$ cat config.mk
export PLATFORM = sky130hd
export DESIGN_NAME = next_pc_logic_flat
export DESIGN_NICKNAME = d
export VERILOG_FILES = /design/src/rtl/next_pc_logic_if.sv /design/src/rtl/next_pc_logic.sv /design/src/flat_wrapper.sv
export SDC_FILE = /design/constraint.sdc
export NUM_CORES = 1
export LEC_CHECK = 0
export ABC_AREA = 1
export CORE_MARGIN = 2
export CORE_UTILIZATION = 35
export DETAILED_ROUTE_END_ITERATION = 6
export SLEW_MARGIN = 5
export SYNTH_ARGS = -nofsm -noshare
export SYNTH_HDL_FRONTEND = slang
export SYNTH_SLANG_ARGS = --single-unit
export TNS_END_PERCENT = 5
$ cat constraint.sdc
create_clock -name CLK -period 10.46 [get_ports CLK]
set_clock_uncertainty 0.15 [all_clocks]
set_input_delay 2.092 -clock CLK [delete_from_list [all_inputs] [get_ports CLK]]
set_output_delay 2.092 -clock CLK [all_outputs]
set_load 0.05 [all_outputs]
$ cat src/rtl/next_pc_logic_if.sv
// -----------------------------------------------------------------------------
// next_pc_logic_if
// Bundles the PC-selection signals between the control/ALU side and the
// next-PC block.
//   CurrentPC    [63:0] address of the instruction now executing
//   SignExtImm64 [63:0] sign-extended branch offset in words
//   Branch              conditional branch flag
//   Uncondbranch        unconditional branch flag
//   ALUZero             ALU zero flag
//   NextPC       [63:0] combinational next address
//   BranchTaken         1 when NextPC is the branch target
//   PCReg        [63:0] registered NextPC
// master: drives the instruction-side inputs and observes the results.
// slave : the next-PC block itself.
// -----------------------------------------------------------------------------
interface next_pc_logic_if;
  logic        [63:0] CurrentPC;
  logic signed [63:0] SignExtImm64;
  logic               Branch;
  logic               Uncondbranch;
  logic               ALUZero;
  logic        [63:0] NextPC;
  logic               BranchTaken;
  logic        [63:0] PCReg;

  modport master (
    output CurrentPC, SignExtImm64, Branch, Uncondbranch, ALUZero,
    input  NextPC, BranchTaken, PCReg
  );

  modport slave (
    input  CurrentPC, SignExtImm64, Branch, Uncondbranch, ALUZero,
    output NextPC, BranchTaken, PCReg
  );
endinterface

$ cat src/rtl/next_pc_logic.sv
// -----------------------------------------------------------------------------
// next_pc_logic
// Selects the next program counter for the 64-bit single-cycle datapath:
// either the sequential address (PC + 4) or the branch target
// (PC + offset * 4), and keeps a registered copy for the fetch stage.
// Ports:
//   CLK      rising-edge clock for the PC register
//   Reset_L  synchronous active-low reset (clears PCReg only)
//   bus      next_pc_logic_if.slave (see interface header for signals)
// NextPC and BranchTaken are purely combinational; PCReg lags by one edge.
// -----------------------------------------------------------------------------
module next_pc_logic (
  input  logic          CLK,
  input  logic          Reset_L,
  next_pc_logic_if.slave bus
);

  logic [63:0] w_seq_pc;
  logic [63:0] w_offset_bytes;
  logic [63:0] w_branch_target;
  logic [63:0] w_next_pc;
  logic        w_taken;
  logic [63:0] r_pc;

  // Word offset to byte offset; bits [63:62] fall off the top, and
  // two's-complement addition handles negative offsets with no special case.
  assign w_offset_bytes  = {bus.SignExtImm64[61:0], 2'b00};

  // All adds wrap modulo 2^64; carry-out is deliberately dropped.
  assign w_seq_pc        = bus.CurrentPC + 64'd4;
  assign w_branch_target = bus.CurrentPC + w_offset_bytes;

  // Unconditional branches also rely on ALUZero: the ALU path forces it
  // high for B-type instructions, so it is not overridden here.
  assign w_taken   = (bus.Branch | bus.Uncondbranch) & bus.ALUZero;
  assign w_next_pc = w_taken ? w_branch_target : w_seq_pc;

  always_ff @(posedge CLK) begin
    if (!Reset_L) r_pc <= 64'd0;
    else          r_pc <= w_next_pc;
  end

  assign bus.NextPC      = w_next_pc;
  assign bus.BranchTaken = w_taken;
  assign bus.PCReg       = r_pc;

endmodule

$ cat src/flat_wrapper.sv
// flat-port wrapper written by rule: the top's interface ports become plain ports
module next_pc_logic_flat 
  (CLK, Reset_L, bus_CurrentPC, bus_SignExtImm64, bus_Branch, bus_Uncondbranch, bus_ALUZero, bus_NextPC, bus_BranchTaken, bus_PCReg);
  next_pc_logic_if bus_i ();
  input  logic CLK;
  input  logic Reset_L;
  input wire logic [$bits(bus_i.CurrentPC)-1:0] bus_CurrentPC;
  input wire logic [$bits(bus_i.SignExtImm64)-1:0] bus_SignExtImm64;
  input wire logic [$bits(bus_i.Branch)-1:0] bus_Branch;
  input wire logic [$bits(bus_i.Uncondbranch)-1:0] bus_Uncondbranch;
  input wire logic [$bits(bus_i.ALUZero)-1:0] bus_ALUZero;
  output wire logic [$bits(bus_i.NextPC)-1:0] bus_NextPC;
  output wire logic [$bits(bus_i.BranchTaken)-1:0] bus_BranchTaken;
  output wire logic [$bits(bus_i.PCReg)-1:0] bus_PCReg;
  assign bus_i.CurrentPC = bus_CurrentPC;
  assign bus_i.SignExtImm64 = bus_SignExtImm64;
  assign bus_i.Branch = bus_Branch;
  assign bus_i.Uncondbranch = bus_Uncondbranch;
  assign bus_i.ALUZero = bus_ALUZero;
  assign bus_NextPC = bus_i.NextPC;
  assign bus_BranchTaken = bus_i.BranchTaken;
  assign bus_PCReg = bus_i.PCReg;
  next_pc_logic u_core (.CLK(CLK), .Reset_L(Reset_L), .bus(bus_i));
endmodule
==> results of run 1 <==
-- layout make-up --
| cell class | count | area [um2] |
|---|---|---|
| clock buffer | 10 | 239 |
| clock inverter | 6 | 67.6 |
| fill | 2406 | 10800 |
| inverter | 414 | 1550 |
| multi-input combinational | 1052 | 5010 |
| sequential | 64 | 1280 |
| tap | 280 | 350 |
| timing repair buffer | 261 | 2610 |
-- power by group through the flow --
stage / logic (mW) / clock network (mW) / registers, mW
after floorplan: 0.401 / 0 / 0.387
after global placement: 0.780 / 0 / 0.284
after detailed placement: 0.782 / 0 / 0.285
after CTS: 0.785 / 0.334 / 0.279
after global routing: 0.839 / 0.342 / 0.282
final: 0.782 / 0.326 / 0.279
-- logic make-up (layout without fill, tap and decap cells) --
kind of cell	count (synthesis)	count (layout)	synth area share, %
simple gates	901	901	45.9
buf+inv	428	691	20.4
flops	64	64	16.2
fa+ha+maj	62	62	9.92
compound gates	58	58	4.01
xor+xnor	31	31	3.53
-- final timing paths --
path / start / endpoint / cells after the start
setup / recovery: bus_Uncondbranch / bus_NextPC[50] / 15
hold / removal: bus_CurrentPC[1] / u_core.bus.PCReg[1]$_SDFF_PN0_ / 3
-- critical path: stages --
cell	delay, ns
clkdlybuf4s50_1	0.44
o21ai_4	0.14
buf_4	0.29
buf_4	0.42
nor2_1	0.09
ha_1	0.44
nand2_1	0.16
nor2_1	0.23
nand2_1	0.11
nor3_1	0.34
nand3_1	0.22
nand4_1	0.13
nand2_1	0.15
inv_1	0.09
clkdlybuf4s50_1	0.80
-- stage by stage --
stage / util (%) / cells / worst slack [ns] / instance area (um2)
after floorplan: - / 1544 / 3.47 / 7900
after global placement: 49.2 / 2071 / 2.02 / 10800
after detailed placement: 49.2 / 2071 / 2.02 / 10800
after CTS: 50.6 / 2087 / 2.00 / 11100
after global routing: 50.6 / 2087 / 1.66 / 11100
final: 50.6 / 2087 / 2.05 / 11100
-- layer usage --
layer / wire length [um] / global-route usage [%] / vias to the layer above
li1: - / - / 4960
met3: 1900 / 3.50 / 29
met5: 0 / 0 / -
met1: 14200 / 34.7 / 3941
met2: 12500 / 38.9 / 288
met4: 391 / 5.21 / 0
-- placed cells by master, fill, tap and decap left out, types with 4 or more instances in the layout --
master	instances
nand2_2	4
nand4_1	6
clkbuf_16	9
xor2_1	8
a21oi_1	43
and2_1	7
nand2_1	600
o21bai_1	9
nor2_2	4
nor2_1	206
clkdlybuf4s50_1	259
nor3_2	4
nand3_1	36
xnor2_1	22
ha_1	61
dfxtp_1	64
nand3b_1	15
inv_1	412
nor3_1	12
==> results.toml, run 1 <==
[clock_network]
cts_buffer_depth = 2
cts.clk_slew.worst_paths_ns = 0.06
cts_made_buffers = 9
cts_tree = "done"
ctsHoldBuffers = 0
cts.sinks = 64
htreeDepth = 3
post_cts.repair.setup_buffers = 0
cts_resized = 0
root_buffer = "clkbuf_16"

[global_routing]
grt_pass1_wl_um = 45300
first_global_vias = 8527
gr-total-overflow = 0
antenna_found_initial = 0
grt_max_degree = 55
grt_usage_pct = 24.3

[detailed_routing]
route.detailed.drc = 0
vias_per_cell = 4.42
post_drt_wl_per_cell_um = 13.9
vias = 9218
firstDrtPassIters = 5
ant_nets = 0
wirelength_um = 29000
drt_iter0_drc = 574

[logic_synthesis]
synth_common_cells = "nand2_1, inv_1, nor2_1"
synth.most_common_cell = "nand2_1"
syn_inst = 1544
yosysWarningCount = 0
synth_fp_nets = 1739
ys.flop_type = "dfxtp_1"
yosysTopAreaCell = "nand2_1"
synth-seq-area-share_pct = 16.2
synth.avg_cell_area_um2 = 5.11
async_flop_share_pct = 0
synth_edf_count = 0
yosys-top-cells-area = "nand2_1, inv_1, dfxtp_1, nor2_1, ha_1"
ys_seq_elements = 64
syn-cell-area_mm2 = 0.00790
ys_types = 30
synth_top_area_share_pct = 28.5

[floorplanning]
die_w_um = 154
core_area_mm2 = 0.0220
row_count = 54
start_util_pct = 36.0
die_y_um = 154
die-area_mm2 = 0.0238
io_pins = 262

[critical_path]
critPathRequiredTime_ns = 8.22
crit_type = "in -> out"
worstPathArrival_ns = 6.17
crit_path_start_kind = "input port"
path_max_fanout = 39
crit_path_end_kind = "primary output"

[sta]
timing.hold.ws_ns = 2.20
drv_slew = 0
finalCritPeriodShare_pct = 80.4
max_freq_ghz = 0.119
finalCriticalPeriod_ns = 8.41
slew_headroom_pct = 29.6
grt_setup_unrepaired = "false"
tns_ns = 0
tightestPinTransition_ns = 1.06
hold_viol = 0
setup_viol = 0

[power_and_ir_drop]
power.density_mw_per_mm2 = 125
power_frac_seq_pct = 20.1
clockPowerShare_pct = 23.5
cellLeakagePower_nw = 6.59
power.switching_mw = 0.661
pwr-share-comb_pct = 56.4
p_int_mw = 0.725
total_power_mw = 1.39
ir_drop_uv = 105
sw_frac_of_total_pct = 47.7

[min_path]
hold_class = "in -> reg"

[place]
place_congestion = 0.991
hpwl_um = 25300
place.port_buffers = 259

[job]
maxCapViolations = 0

[final_layout]
final_nets = 1997
layout-drive-gt1-share_pct = 2.32
area_growth_pct = 40.7
largest_reg_flops = 64
num_antenna_cells = 0

[outcome]
status = "complete, no violations"
Note: power is estimated with default switching activity, not from simulation.
==> run 2: changes to the inputs <==
==> constraint.sdc (replaced) <==
create_clock -name CLK -period 7.8 [get_ports CLK]
set_clock_uncertainty 0.15 [all_clocks]
set_input_delay 1.56 -clock CLK [delete_from_list [all_inputs] [get_ports CLK]]
set_output_delay 1.56 -clock CLK [all_outputs]
set_load 0.05 [all_outputs]
==> run 2 against run 1 <==
Via count shrank 0.87%. Critical path type unchanged. Die area is the same. Utilization grew 0.063 points. Critical endpoint is now bus_NextPC[41]. Clock power grew 43%. Sequential power grew 34%. Highest routed layer unchanged. Sequential share of layout area is essentially flat. Combinational power grew 34%. Global-route usage grew 0.067 points. Hold slack lost 0.54 ns.
==> results.toml, run 2 (synthesis results as in run 1) <==
[power_and_ir_drop]
cellLeakagePower_nw = 6.61
total_power_mw = 1.89
pwr-share-comb_pct = 55.5
power_frac_seq_pct = 19.8
ir_drop_uv = 105
p_int_mw = 0.997
clockPowerShare_pct = 24.7
power.density_mw_per_mm2 = 170
sw_frac_of_total_pct = 47.2
power.switching_mw = 0.892

[critical_path]
cp_cell_sequence = "clkdlybuf4s50_1 -> o21ai_4 -> buf_4 -> nor2_1 -> ha_1 -> nand2_1 -> nor2_1 -> nand2_1 -> nor2_1 -> nand2_1 -> nand3_1 -> nand3_1 -> nand3b_1 -> nand2_1 -> inv_1 -> clkdlybuf4s50_1"
crit_path_start_kind = "input port"
critPathRequiredTime_ns = 6.09
path_max_fanout = 39
crit_path_end_kind = "primary output"
startpoint = "bus_Uncondbranch"
max_stage_delay_ns = 0.79
cp.depth = 16
worstPathArrival_ns = 5.51
crit_slowest_cell = "clkdlybuf4s50_1"
path_buf_inv = 4
crit_top_cell = "nand2_1"
crit_type = "in -> out"
crit_family = "buffers and inverters"

[clock_network]
ctsHoldBuffers = 0
cts_made_buffers = 9
root_buffer = "clkbuf_16"
htreeDepth = 3
cts_tree = "done"
post_cts.repair.setup_buffers = 0
cts_buffer_depth = 2
cts.sinks = 64
cts.clk_slew.worst_paths_ns = 0.06
cts_resized = 0

[final_layout]
layout-drive-gt1-share_pct = 2.49
largest_reg_flops = 64
area_growth_pct = 40.9
layout_commonest_cell = "nand2_1"
num_antenna_cells = 0
final_cell_mix = "nand2_1, inv_1, clkdlybuf4s50_1"
post-route-cell-area_mm2 = 0.0111
final_nets = 1997
utilization_pct = 50.7
fillers = 2404

[sta]
finalCritPeriodShare_pct = 92.6
max_freq_ghz = 0.138
hold_viol = 0
finalCriticalPeriod_ns = 7.22
setup_viol = 0
drv_slew = 0
slew_headroom_pct = 31.8
tightestPinTransition_ns = 1.02
tns_ns = 0
grt_setup_unrepaired = "false"

[floorplanning]
die_y_um = 154
io_pins = 262
start_util_pct = 36.0
core_area_mm2 = 0.0220
die-area_mm2 = 0.0238
die_w_um = 154
row_count = 54

[place]
place_congestion = 0.941
placed_cell_area_mm2 = 0.0108
place.port_buffers = 259
hpwl_um = 25300

[min_path]
hold_path_end = "u_core.bus.PCReg[0]$_SDFF_PN0_"
hold_class = "in -> reg"
holdCritStartpoint = "bus_CurrentPC[0]"
hold_depth = 3

[job]
maxCapViolations = 0

[outcome]
status = "complete, no violations"

[detailed_routing]
ant_nets = 0
wirelength_um = 29000
vias = 9138
post_drt_wl_per_cell_um = 13.9
drt_iter0_drc = 543
vias_per_cell = 4.38
route.detailed.drc = 0
firstDrtPassIters = 5

[global_routing]
antenna_found_initial = 0
grt_usage_pct = 24.4
grt_pass1_wl_um = 45100
first_global_vias = 8619
gr-total-overflow = 0
grt_max_degree = 55
==> run 2: per-layer routing <==
layer  share of wire, %  GRT usage [%]
met3                7.2           6.08
met4               0.82           3.78
met5                  0              0
met1                 49           33.2
met2                 43           39.7
==> run 2: tightest hold or removal path, cell delays in order <==
cell and delay (ns):
clkdlybuf4s50_1 0.43, nand2_1 0.08, inv_1 0.04
==> run 2: worst max-delay path by stage <==
stage	end
after global placement	bus_NextPC[41]
final	bus_NextPC[41]
after CTS	bus_NextPC[41]
after floorplan	bus_NextPC[30]
after global routing	bus_NextPC[41]
after detailed placement	bus_NextPC[41]
==> run 2: cell type report <==
class                           instances  area, um2  area share, %
Multi-Input combinational cell       1052       5010           45.0
Timing Repair Buffer                  261       2600           23.4
Clock inverter                          7        103          0.922
Inverter                              414       1550           14.0
Tap cell                              280        350           3.15
Sequential cell                        64       1280           11.5
Clock buffer                            9        225           2.02
==> run 2: per-stage QoR <==
step | hold WS, ns | cells | setup WS, ns
after CTS | 1.66 | 2087 | 0.594
after global placement | 2.03 | 2071 | 0.636
after global routing | 1.69 | 2087 | 0.349
final | 1.65 | 2087 | 0.578
after floorplan | 1.51 | 1544 | 1.87
after detailed placement | 2.03 | 2071 | 0.612
==> run 2: power by group through the flow <==
stage	Sequential, mW	Clock, mW	Combinational (mW)
final	0.374	0.466	1.05
after global routing	0.378	0.489	1.13
after CTS	0.375	0.478	1.05
after detailed placement	0.382	0	1.05
after global placement	0.381	0	1.05
after floorplan	0.519	0	0.538
